## src/rtl/fft_pkg.sv

```systemverilog
// Shared constants, types and helpers for the FFT output sink and its ping-pong store.
package fft_pkg;

    localparam int unsigned DATA_W    = 16;
    localparam int unsigned LOG2N     = 4;
    localparam int unsigned MAX_LOG2N = 8;

    typedef struct packed {
        logic signed [DATA_W-1:0] re;
        logic signed [DATA_W-1:0] im;
    } cplx_t;

    typedef enum logic [0:0] {StIdle, StDrain} rd_state_e;

    // Reverses the low nbits of idx; callers zero-extend idx to MAX_LOG2N bits.
    function automatic logic [MAX_LOG2N-1:0] bitrev(input logic [MAX_LOG2N-1:0] idx,
                                                    input int unsigned nbits);
        logic [MAX_LOG2N-1:0] r;
        r = {<<{idx}};
        return r >> (MAX_LOG2N - nbits);
    endfunction

endpackage

```

## src/rtl/fft_pingpong_ram.sv

```systemverilog
// Two-bank frame store: one write port, one registered read port, addressed by {bank, idx}.
module fft_pingpong_ram #(
    parameter int unsigned WORD_W = 32,
    parameter int unsigned LOG2N  = 4
) (
    input  logic              clk,
    input  logic              reset,
    input  logic              wr_en,
    input  logic [LOG2N:0]    wr_addr,
    input  logic [WORD_W-1:0] wr_data,
    input  logic              rd_en,
    input  logic [LOG2N:0]    rd_addr,
    output logic [WORD_W-1:0] rd_data
);

    localparam int unsigned DEPTH = 2 ** (LOG2N + 1);

    logic [WORD_W-1:0] mem [DEPTH];
    logic [WORD_W-1:0] rd_data_q;

    always_ff @(posedge clk) begin
        if (wr_en) begin
            mem[wr_addr] <= wr_data;
        end
    end

    // The read register doubles as the sink's output data register, so it holds unless rd_en.
    always_ff @(posedge clk) begin
        if (reset) begin
            rd_data_q <= '0;
        end else if (rd_en) begin
            rd_data_q <= mem[rd_addr];
        end
    end

    assign rd_data = rd_data_q;

endmodule

```

## src/rtl/fft_out_sink.sv

```systemverilog
// Collects bit-reversed FFT frames into ping-pong banks and replays them in natural order.
// Optional sticky push-during-stall error flag enabled by defining SINK_ERR_EN.
module fft_out_sink #(
    parameter int unsigned DATA_W      = fft_pkg::DATA_W,
    parameter int unsigned LOG2N       = fft_pkg::LOG2N,
    parameter bit          BIT_REVERSE = 1'b1
) (
    input  logic              clk,
    input  logic              reset,
    input  logic              in_push,
    input  logic [DATA_W-1:0] in_real,
    input  logic [DATA_W-1:0] in_imag,
    output logic              in_stall_F,
    output logic              out_valid_F,
    output logic [DATA_W-1:0] out_real_F,
    output logic [DATA_W-1:0] out_imag_F,
    output logic              out_last_F,
    input  logic              out_ready,
    output logic              frame_err_F
);

    import fft_pkg::*;

    localparam int unsigned N = 2 ** LOG2N;
    typedef logic [LOG2N-1:0] idx_t;

    rd_state_e state_q, state_d;
    logic [1:0] full_q, full_d;
    idx_t       wr_idx_q, rd_idx_q, rd_idx_d;
    logic       wr_bank_q, wr_bank_d, rd_bank_q, rd_bank_d;
    logic       stall_q, valid_q, valid_d, last_q, last_d;

    logic              wr_fire, wr_done, hs, rd_last, other_full, free, rd_en;
    idx_t              wr_slot;
    logic [LOG2N:0]    wr_addr, rd_addr;
    logic [2*DATA_W-1:0] rd_word;

    assign wr_fire    = in_push & ~stall_q;
    assign wr_done    = wr_fire & (&wr_idx_q);
    assign wr_bank_d  = wr_done ? ~wr_bank_q : wr_bank_q;
    assign wr_slot    = BIT_REVERSE ? idx_t'(bitrev(MAX_LOG2N'(wr_idx_q), LOG2N)) : wr_idx_q;
    assign wr_addr    = {wr_bank_q, wr_slot};
    assign hs         = valid_q & out_ready;
    assign rd_last    = &rd_idx_q;
    assign other_full = full_q[~rd_bank_q];
    assign rd_addr    = {rd_bank_d, rd_idx_d};

    fft_pingpong_ram #(
        .WORD_W (2 * DATA_W),
        .LOG2N  (LOG2N)
    ) u_ram (
        .clk     (clk),
        .reset   (reset),
        .wr_en   (wr_fire),
        .wr_addr (wr_addr),
        .wr_data ({in_real, in_imag}),
        .rd_en   (rd_en),
        .rd_addr (rd_addr),
        .rd_data (rd_word)
    );

    always_ff @(posedge clk) begin
        if (reset) begin
            wr_idx_q  <= '0;
            wr_bank_q <= 1'b0;
        end else if (wr_fire) begin
            wr_idx_q  <= wr_idx_q + 1'b1;
            wr_bank_q <= wr_bank_d;
        end
    end

    always_ff @(posedge clk) begin
        if (reset) begin
            state_q   <= StIdle;
            full_q    <= '0;
            rd_idx_q  <= '0;
            rd_bank_q <= 1'b0;
            valid_q   <= 1'b0;
            last_q    <= 1'b0;
            stall_q   <= 1'b0;
        end else begin
            state_q   <= state_d;
            full_q    <= full_d;
            rd_idx_q  <= rd_idx_d;
            rd_bank_q <= rd_bank_d;
            valid_q   <= valid_d;
            last_q    <= last_d;
            stall_q   <= full_d[wr_bank_d];
        end
    end

    always_comb begin
        state_d = state_q;
        unique case (state_q)
            StIdle:  if (full_q[rd_bank_q]) state_d = StDrain;
            StDrain: if (hs && rd_last && !other_full) state_d = StIdle;
        endcase
    end

    always_comb begin
        rd_en     = 1'b0;
        free      = 1'b0;
        rd_idx_d  = rd_idx_q;
        rd_bank_d = rd_bank_q;
        valid_d   = valid_q;
        last_d    = last_q;
        unique case (state_q)
            StIdle: begin
                valid_d = 1'b0;
                last_d  = 1'b0;
                if (full_q[rd_bank_q]) begin
                    rd_en    = 1'b1;
                    rd_idx_d = '0;
                    valid_d  = 1'b1;
                end
            end
            StDrain: begin
                if (hs) begin
                    if (!rd_last) begin
                        rd_en    = 1'b1;
                        rd_idx_d = rd_idx_q + 1'b1;
                        last_d   = (rd_idx_q == idx_t'(N - 2));
                    end else begin
                        // Frame done: release the bank and chain straight into the next one.
                        free      = 1'b1;
                        rd_bank_d = ~rd_bank_q;
                        rd_idx_d  = '0;
                        last_d    = 1'b0;
                        rd_en     = other_full;
                        valid_d   = other_full;
                    end
                end
            end
        endcase
    end

    always_comb begin
        full_d = full_q;
        if (free) full_d[rd_bank_q] = 1'b0;
        if (wr_done) full_d[wr_bank_q] = 1'b1;
    end

`ifdef SINK_ERR_EN
    logic err_q;

    always_ff @(posedge clk) begin
        if (reset) begin
            err_q <= 1'b0;
        end else if (in_push && stall_q) begin
            err_q <= 1'b1;
        end
    end

    assign frame_err_F = err_q;
`else
    assign frame_err_F = 1'b0;
`endif

    assign in_stall_F  = stall_q;
    assign out_valid_F = valid_q;
    assign out_last_F  = last_q;
    assign out_real_F  = rd_word[2*DATA_W-1:DATA_W];
    assign out_imag_F  = rd_word[DATA_W-1:0];

endmodule

```

## config.mk

```make
export PLATFORM = sky130hd
export DESIGN_NAME = fft_out_sink
export DESIGN_NICKNAME = d
export VERILOG_FILES = /design/src/rtl/fft_pkg.sv /design/src/rtl/fft_pingpong_ram.sv /design/src/rtl/fft_out_sink.sv
export SDC_FILE = /design/constraint.sdc
export NUM_CORES = 1
export LEC_CHECK = 0
export CORE_UTILIZATION = 47
export DETAILED_ROUTE_END_ITERATION = 10
export DONT_BUFFER_PORTS = 1
export MAX_ROUTING_LAYER = met4
export SYNTH_ARGS = -nofsm -noshare
export SYNTH_HDL_FRONTEND = slang
export SYNTH_SLANG_ARGS = --single-unit
export TNS_END_PERCENT = 50
```

## constraint.sdc

```tcl
create_clock -name clk -period 5.1 [get_ports clk]
set_clock_uncertainty 0.15 [all_clocks]
set_input_delay 0.51 -clock clk [delete_from_list [all_inputs] [get_ports clk]]
set_output_delay 0.51 -clock clk [all_outputs]
set_load 0.01 [all_outputs]
```

==> metrics.txt, run 1 <==
# TYPE chip_impl_metric gauge
chip_impl_metric{name="grt_pass1_wl",unit="mm"} 161
chip_impl_metric{name="post_cts_resize_count",unit=""} 0
chip_impl_metric{name="power",unit="µW"} 17700
chip_impl_metric{name="postSynthNetCount",unit=""} 3054
chip_impl_metric{name="p_leak",unit="µW"} 0.0158
chip_impl_info{name="worstSetupEndpointType",value="register"} 1
chip_impl_metric{name="post_layout_nonfiller_instances",unit=""} 4298
chip_impl_metric{name="power.share.sequential",unit=""} 0.549
chip_impl_metric{name="cts_buffer_depth",unit=""} 3
chip_impl_metric{name="fmax",unit="MHz"} 247
chip_impl_info{name="setup.worst_path.start_class",value="register"} 1
chip_impl_metric{name="final_core_utilization",unit=""} 0.540
chip_impl_metric{name="die_h",unit="µm"} 300
chip_impl_metric{name="switchingPower",unit="µW"} 3380
chip_impl_metric{name="grt.total_usage",unit=""} 0.249
chip_impl_metric{name="finalMaxSlewViolations",unit=""} 0
chip_impl_metric{name="final_layout_size_suffix_gt1_frac",unit=""} 0.0939
chip_impl_metric{name="timing.critical_path.required",unit="ps"} 5540
chip_impl_metric{name="p_clk_frac",unit=""} 0.433
chip_impl_metric{name="grt_max_degree",unit=""} 165
chip_impl_metric{name="worst_hold_slack",unit="ps"} 67.6
chip_impl_metric{name="dp_cells",unit=""} 4054
chip_impl_metric{name="relSlewSlack",unit=""} 0.171
chip_impl_metric{name="floorplan.initialDensity",unit=""} 0.474
chip_impl_info{name="worst_path_dominant_cell_family",value="compound AO/OA/AOI/OAI gates"} 1
chip_impl_info{name="worst_path_max_delay_cell",value="sky130_fd_sc_hd__and3_1"} 1
chip_impl_metric{name="drt_pass1_iterations",unit=""} 6
chip_impl_metric{name="antenna_found_initial",unit=""} 4
chip_impl_metric{name="die_area",unit="µm²"} 90200
chip_impl_info{name="cts-root-buf",value="sky130_fd_sc_hd__clkbuf_16"} 1
chip_impl_metric{name="synth_seq_area_share",unit=""} 0.758
chip_impl_metric{name="rows",unit=""} 109
chip_impl_metric{name="final_tns_setup",unit="ps"} 0
chip_impl_info{name="crit_path_frequent_cell",value="sky130_fd_sc_hd__a21oi_1"} 1
chip_impl_metric{name="drt-vias-per-instance",unit=""} 5.96
chip_impl_info{name="synth_top_flop_cell",value="sky130_fd_sc_hd__edfxtp_1"} 1
chip_impl_metric{name="critical_path_buf_inv_count",unit=""} 1
chip_impl_metric{name="drt_drc_violations_left",unit=""} 0
chip_impl_metric{name="flow.area_growth_from_synthesis",unit="%"} 13.8
chip_impl_metric{name="fillcell_total",unit=""} 6932
chip_impl_metric{name="worstSkewPairLatency",unit="ps"} 660
chip_impl_metric{name="cts.sinks",unit=""} 1072
chip_impl_info{name="timing.critical_path.cells",value="ha_1, a21oi_1, o211a_1, a211oi_4, and3_1, buf_4, a32oi_1, a21oi_1, nand3b_1"} 1
chip_impl_info{name="run_status",value="completed"} 1
chip_impl_metric{name="detailedRoute.firstIterationViolations",unit=""} 3198
chip_impl_metric{name="switching_share",unit=""} 0.191
chip_impl_info{name="worst_hold_startpoint",value="out_ready"} 1
chip_impl_metric{name="postRouteWirelength",unit="mm"} 110
chip_impl_info{name="timing.hold.worst.class",value="primary input to register"} 1
chip_impl_metric{name="die_width",unit="µm"} 300
chip_impl_metric{name="vdd_ir_drop_max",unit="µV"} 261
chip_impl_info{name="rsz0062_at_grt",value="false"} 1
chip_impl_metric{name="post-route-period-util",unit=""} 0.795
chip_impl_metric{name="via_count_of_the_first_global_routing_pass",unit=""} 24200
chip_impl_metric{name="async_flop_share",unit=""} 0
chip_impl_metric{name="finalCriticalPeriod",unit="ps"} 4050
chip_impl_info{name="clock_tree_from_tritoncts",value="built"} 1
chip_impl_metric{name="critPathArrivalTime",unit="ps"} 4490
chip_impl_metric{name="critical_path_peak_fanout",unit=""} 12
chip_impl_metric{name="antenna_left",unit=""} 0
chip_impl_metric{name="synthesis.area",unit="µm²"} 41800
chip_impl_metric{name="post_synth_edffs",unit=""} 1024
chip_impl_metric{name="core-area",unit="µm²"} 88200
chip_impl_info{name="worst-setup-path-type",value="register to register"} 1
chip_impl_metric{name="routed_wire_length_per_instance",unit="µm"} 25.6
chip_impl_metric{name="post_synth.cell_area_avg",unit="µm²"} 13.9
chip_impl_metric{name="buffer_ports.inserted",unit=""} 0
chip_impl_metric{name="gp_congestion",unit=""} 0.852
chip_impl_metric{name="tightestPinTransition",unit="ps"} 1240
chip_impl_metric{name="combinationalPowerShare",unit=""} 0.018
chip_impl_metric{name="hold_viol_final",unit=""} 0
chip_impl_metric{name="synth_seq_cells",unit=""} 1072
chip_impl_info{name="layout_commonest_cell",value="sky130_fd_sc_hd__edfxtp_1"} 1
chip_impl_metric{name="io-pin-count",unit=""} 72
chip_impl_metric{name="yosys.cell_types.count",unit=""} 56
chip_impl_metric{name="internal_power",unit="µW"} 14300
chip_impl_metric{name="h_tree_depth_reported_by_cts",unit=""} 3
chip_impl_metric{name="ys_warn_count",unit=""} 0
chip_impl_metric{name="synthCells",unit=""} 3015
chip_impl_metric{name="detailroute.via_count",unit=""} 25600
chip_impl_metric{name="globalRouteOverflowTotal",unit=""} 0
chip_impl_metric{name="num-nets-final",unit=""} 3091
chip_impl_info{name="reg2reg_from",value="rd_idx_q[0]"} 1
chip_impl_metric{name="pwr_density_cell",unit="nW/µm²"} 371
chip_impl_info{name="setup.worst_path.start",value="rd_idx_q[0]"} 1
chip_impl_metric{name="cts_buffers",unit=""} 102
chip_impl_metric{name="report.final.setup_viol",unit=""} 0
chip_impl_metric{name="critPathMaxStageDelay",unit="ps"} 950
chip_impl_metric{name="hpwlAfterDp",unit="mm"} 62.2
chip_impl_info{name="mostFrequentLayoutCells",value="sky130_fd_sc_hd__edfxtp_1, sky130_fd_sc_hd__nand2_1, sky130_fd_sc_hd__nand3_1"} 1
chip_impl_metric{name="max_cap_violations",unit=""} 0
chip_impl_metric{name="clk_transition_reported_paths",unit="ps"} 60
==> path summary, 6_finish.rpt <==
kind / slack (ps) / end / cells after the start
setup / recovery: 1050 / u_ram.rd_data[2] / 9
hold / removal: 70 / out_last_F / 3
setup reg to reg: 1050 / u_ram.rd_data[2] / 9
hold reg to reg: 370 / full_q[0] / 2
==> logic make-up (layout without fill, tap and decap cells) <==
kind of cell | after synthesis | in the layout | share of synthesized area
DFF | 1072 | 1072 | 0.758
muxes | 116 | 116 | 0.0278
xor gates and xnor gates | 5 | 5 | 0.00105
other | 1 | 3 | 0.0000896
and+or+nand+nor | 1320 | 1320 | 0.136
buffers and inverters | 206 | 322 | 0.0225
adders and majority gates | 3 | 3 | 0.000897
AOI/OAI and AO/OA | 292 | 292 | 0.0536
==> synth_stat cells, types with 3 or more instances <==
master	n	area share
sky130_fd_sc_hd__edfxtp_1	1024	0.73
sky130_fd_sc_hd__nand2_1	846	0.076
sky130_fd_sc_hd__nand3_1	301	0.036
sky130_fd_sc_hd__mux2i_1	115	0.028
sky130_fd_sc_hd__a32oi_1	111	0.023
sky130_fd_sc_hd__clkbuf_1	106	0.0095
sky130_fd_sc_hd__a31oi_1	96	0.014
sky130_fd_sc_hd__buf_2	72	0.0086
sky130_fd_sc_hd__and3_1	65	0.0097
sky130_fd_sc_hd__dfxtp_1	48	0.023
sky130_fd_sc_hd__nor2_1	43	0.0039
sky130_fd_sc_hd__a22oi_1	31	0.0056
sky130_fd_sc_hd__a21oi_1	23	0.0028
sky130_fd_sc_hd__nand4_1	19	0.0028
sky130_fd_sc_hd__nand3b_1	16	0.0029
sky130_fd_sc_hd__a31o_1	15	0.0031
sky130_fd_sc_hd__buf_4	12	0.0022
sky130_fd_sc_hd__nor3_1	7	0.00084
sky130_fd_sc_hd__buf_1	5	0.00045
sky130_fd_sc_hd__inv_1	5	0.00045
sky130_fd_sc_hd__buf_6	4	0.0011
sky130_fd_sc_hd__or3_1	4	0.00060
sky130_fd_sc_hd__ha_1	3	0.00090
sky130_fd_sc_hd__or2_2	3	0.00045
sky130_fd_sc_hd__xnor2_1	3	0.00063
==> cell type report <==
| cell class | count | area [µm²] | share of cell area |
|---|---|---|---|
| multi-input combinational | 1737 | 9500 | 0.200 |
| clock inverter | 46 | 564 | 0.0119 |
| tap | 1165 | 1460 | 0.0306 |
| inverter | 6 | 22.5 | 0.000473 |
| sequential | 1072 | 31700 | 0.666 |
| timing repair buffer | 133 | 1550 | 0.0326 |
| clock buffer | 137 | 2800 | 0.0588 |
| antenna | 2 | 5.00 | 0.000105 |
==> metal layers <==
layer | up-vias | part of all wire | global-route usage
met4 | 0 | 0.026 | 0.0782
met5 | - | 0 | -
met1 | 12900 | 0.42 | 0.347
met2 | 1249 | 0.46 | 0.368
met3 | 175 | 0.10 | 0.0527
li1 | 11300 | - | -
==> sequential cells by signal, summed over array words and instances, names as in the netlist, 2 cells and up <==
register	count
full_q	2
rd_idx_q	4
u_ram.mem	1024
u_ram.rd_data	32
wr_idx_q	4
==> repair_timing <==
item / 4_1_cts / 5_1_grt
setup buffers: 0 / 0
endpoints found under the setup margin: 0 / 0
hold buffers: 58 / 0
endpoints found under the hold margin: 1039 / 0
==> power groups by stage <==
stage          Sequential [µW]  Clock, µW  Combinational (µW)
6_report                  9700       7670                 316
5_1_grt                   9700       8060                 339
4_1_cts                   9700       7750                 316
3_5_place_dp              9890          0                 114
3_3_place_gp              9890          0                 112
2_1_floorplan             9890          0                72.3
==> stage by stage <==
step,cell area (µm²),setup WS [ps]
2_1_floorplan,41800,691
3_3_place_gp,43400,1240
3_5_place_dp,43400,1070
4_1_cts,47600,1140
5_1_grt,47600,924
6_report,47600,1050
==> worst reg2reg max path, cell delays in order (launching register included) <==
cell                       delay [ps]
sky130_fd_sc_hd__dfxtp_1          540
sky130_fd_sc_hd__ha_1             310
sky130_fd_sc_hd__a21oi_1           80
sky130_fd_sc_hd__o211a_1          260
sky130_fd_sc_hd__a211oi_4         440
sky130_fd_sc_hd__and3_1           950
sky130_fd_sc_hd__buf_4            330
sky130_fd_sc_hd__a32oi_1          130
sky130_fd_sc_hd__a21oi_1          590
sky130_fd_sc_hd__nand3b_1         200
Power figures use the tool's default switching activity.
==> run 2, diff against run 1 <==
- clock period: 5.1 -> 3.7 ns (I/O delays scaled with it)
==> run 2 against run 1 <==
  * Sequential power grew 38%
  * Register-to-register slack worse by 870 ps
  * Utilization up 0.49 points
  * Total power grew 37%
  * Flip-flop and latch count did not move
  * Sequential share of layout area down 0.60 points
  * Combinational power grew 30%
  * Critical endpoint is now u_ram.rd_data[9]
==> metrics.txt, run 2 (synthesis results as in run 1) <==
# TYPE chip_impl_metric gauge
chip_impl_metric{name="fmax",unit="MHz"} 284
chip_impl_metric{name="num-nets-final",unit=""} 3118
chip_impl_metric{name="reg2regPathDepth",unit=""} 8
chip_impl_metric{name="final_tns_setup",unit="ps"} 0
chip_impl_info{name="timing.critical_path.cells",value="ha_1, and3_1, nor3_1, a211o_4, nor2_4, a32oi_1, a32oi_1, nand3b_1"} 1
chip_impl_metric{name="post-route-period-util",unit=""} 0.953
chip_impl_metric{name="buffer_ports.inserted",unit=""} 0
chip_impl_metric{name="critPathArrivalTime",unit="ps"} 3910
chip_impl_metric{name="min_path_cells",unit=""} 4
chip_impl_info{name="crit_path_frequent_cell",value="sky130_fd_sc_hd__a32oi_1"} 1
chip_impl_info{name="layout_commonest_cell",value="sky130_fd_sc_hd__edfxtp_1"} 1
chip_impl_metric{name="post_cts_resize_count",unit=""} 0
chip_impl_metric{name="clk_transition_reported_paths",unit="ps"} 60
chip_impl_metric{name="die_area",unit="µm²"} 90200
chip_impl_metric{name="critical_path_peak_fanout",unit=""} 29
chip_impl_metric{name="worst_slack",unit="ps"} 173
chip_impl_info{name="worst_path_max_delay_cell",value="sky130_fd_sc_hd__nor2_4"} 1
chip_impl_metric{name="detailed_place.area",unit="µm²"} 44100
chip_impl_info{name="worst_path_dominant_cell_family",value="simple AND/OR/NAND/NOR gates"} 1
chip_impl_metric{name="die_h",unit="µm"} 300
chip_impl_metric{name="detailedRoute.firstIterationViolations",unit=""} 3017
chip_impl_metric{name="max_cap_violations",unit=""} 0
chip_impl_info{name="run_status",value="completed"} 1
chip_impl_metric{name="ff2ff_setup_slack",unit="ps"} 170
chip_impl_metric{name="antenna_found_initial",unit=""} 9
chip_impl_metric{name="cts_buffer_depth",unit=""} 3
chip_impl_info{name="timing.hold.worst.class",value="primary input to register"} 1
chip_impl_metric{name="critical_path_buf_inv_count",unit=""} 0
chip_impl_metric{name="finalMaxSlewViolations",unit=""} 0
chip_impl_metric{name="global_route.usage.met3",unit=""} 0.0385
chip_impl_metric{name="grt_pass1_wl",unit="mm"} 169
chip_impl_metric{name="drt-vias-per-instance",unit=""} 6.00
chip_impl_metric{name="relSlewSlack",unit=""} 0.135
chip_impl_info{name="rsz0062_at_grt",value="false"} 1
chip_impl_metric{name="critPathMaxStageDelay",unit="ps"} 990
chip_impl_metric{name="final_core_utilization",unit=""} 0.544
chip_impl_metric{name="grt_max_degree",unit=""} 84
chip_impl_info{name="clock_tree_from_tritoncts",value="built"} 1
chip_impl_info{name="setup.worst_path.start_class",value="register"} 1
chip_impl_metric{name="via_count_of_the_first_global_routing_pass",unit=""} 24800
chip_impl_metric{name="cts_buffers",unit=""} 106
chip_impl_metric{name="total_area_of_multi_input_combinational_cells",unit="µm²"} 9520
chip_impl_metric{name="worstSkewPairLatency",unit="ps"} 670
chip_impl_info{name="worst-setup-path-type",value="register to register"} 1
chip_impl_metric{name="drt_drc_violations_left",unit=""} 0
chip_impl_metric{name="hpwlAfterDp",unit="mm"} 64.0
chip_impl_metric{name="critical_path_cell_count",unit=""} 8
chip_impl_info{name="setup.worst_path.start",value="rd_idx_q[0]"} 1
chip_impl_info{name="mostFrequentLayoutCells",value="sky130_fd_sc_hd__edfxtp_1, sky130_fd_sc_hd__nand2_1, sky130_fd_sc_hd__nand3_1"} 1
chip_impl_info{name="worstSetupEndpointType",value="register"} 1
chip_impl_info{name="worst_hold_startpoint",value="in_push"} 1
chip_impl_metric{name="die_width",unit="µm"} 300
chip_impl_metric{name="core-area",unit="µm²"} 88200
chip_impl_metric{name="rows",unit=""} 109
chip_impl_info{name="min_to",value="wr_idx_q[0]"} 1
chip_impl_metric{name="gr_met1_demand_resource",unit=""} 0.368
chip_impl_metric{name="timing.critical_path.required",unit="ps"} 4080
chip_impl_metric{name="postRouteWirelength",unit="mm"} 116
chip_impl_metric{name="final_layout_size_suffix_gt1_frac",unit=""} 0.101
chip_impl_metric{name="power",unit="µW"} 24200
chip_impl_metric{name="postLayoutCellArea",unit="µm²"} 48000
chip_impl_metric{name="h_tree_depth_reported_by_cts",unit=""} 3
chip_impl_metric{name="hold_viol_final",unit=""} 0
chip_impl_metric{name="vdd_ir_drop_max",unit="µV"} 412
chip_impl_metric{name="use_met2",unit=""} 0.401
chip_impl_metric{name="flow.area_growth_from_synthesis",unit="%"} 14.8
chip_impl_metric{name="area_occupied_by_registers",unit="µm²"} 31700
chip_impl_info{name="top_usage_layer",value="met2"} 1
chip_impl_info{name="timing.rr.end",value="u_ram.rd_data[9]"} 1
chip_impl_info{name="largest_register",value="u_ram.mem"} 1
chip_impl_metric{name="grt.total_usage",unit=""} 0.264
chip_impl_metric{name="largest_register_ffs",unit=""} 1024
chip_impl_metric{name="routed_wire_length_per_instance",unit="µm"} 26.7
chip_impl_metric{name="floorplan.initialDensity",unit=""} 0.474
chip_impl_metric{name="tightestPinTransition",unit="ps"} 1300
chip_impl_metric{name="gp_congestion",unit=""} 0.829
chip_impl_metric{name="fillcell_total",unit=""} 6969
chip_impl_metric{name="report.final.setup_viol",unit=""} 0
chip_impl_metric{name="dp_slack",unit="ps"} 266
chip_impl_metric{name="globalRouteOverflowTotal",unit=""} 0
chip_impl_metric{name="drt_pass1_iterations",unit=""} 7
chip_impl_metric{name="antenna_left",unit=""} 0
chip_impl_metric{name="pwr_density_cell",unit="nW/µm²"} 505
chip_impl_metric{name="p_leak",unit="µW"} 0.0160
chip_impl_metric{name="post-cts-setup-buffers",unit=""} 0
chip_impl_metric{name="io-pin-count",unit=""} 72
chip_impl_info{name="cts-root-buf",value="sky130_fd_sc_hd__clkbuf_16"} 1
chip_impl_info{name="reg2reg_from",value="rd_idx_q[0]"} 1
chip_impl_metric{name="detailroute.via_count",unit=""} 26000
chip_impl_metric{name="finalCriticalPeriod",unit="ps"} 3530
chip_impl_metric{name="cts.sinks",unit=""} 1072
[run 2: area by class of cell]
class	instances	share of cell area
Inverter	6	0.000469
Clock inverter	35	0.00792
Antenna cell	7	0.000365
Tap cell	1165	0.0303
Sequential cell	1072	0.660
Clock buffer	157	0.0620
Multi-Input combinational cell	1737	0.198
Timing Repair Buffer	156	0.0407
[run 2: tightest hold or removal path, stage by stage]
cell and delay, ps:
sky130_fd_sc_hd__nor2b_1 110, sky130_fd_sc_hd__buf_4 180, sky130_fd_sc_hd__xnor2_1 150, sky130_fd_sc_hd__nor2_1 40
[run 2: per-stage QoR]
stage,hold WS (ps),std cells
detailed placement,320,4092
CTS,48.8,4328
global placement,319,4092
finish,87.4,4335
global route,81.9,4335
floorplan,311,3015
[run 2: metal layers]
metal	vias up	wire length (µm)
met4	0	3110
li1	11400	-
met1	13200	48500
met5	-	0
met3	178	10200
met2	1242	53900
[run 2: where the power goes]
part	switching, µW	total [µW]	internal, µW
clock	4410	10400	6040
sequential	21.0	13400	13400
combinational	312	412	100
total	4740	24200	19500
[run 2: worst max path at each step]
stage,end,slack (ps)
6_report,u_ram.rd_data[9],170
5_1_grt,u_ram.rd_data[14],0.9
2_1_floorplan,u_ram.mem[15][0],-40
3_5_place_dp,u_ram.rd_data[17],270
3_3_place_gp,u_ram.rd_data[14],330
4_1_cts,u_ram.rd_data[17],240
[run 2: what timing repair did]
action,4_1_cts,5_1_grt
hold buffers,44,0
hold endpoints to repair,1041,0
endpoints found under the setup margin,0,0
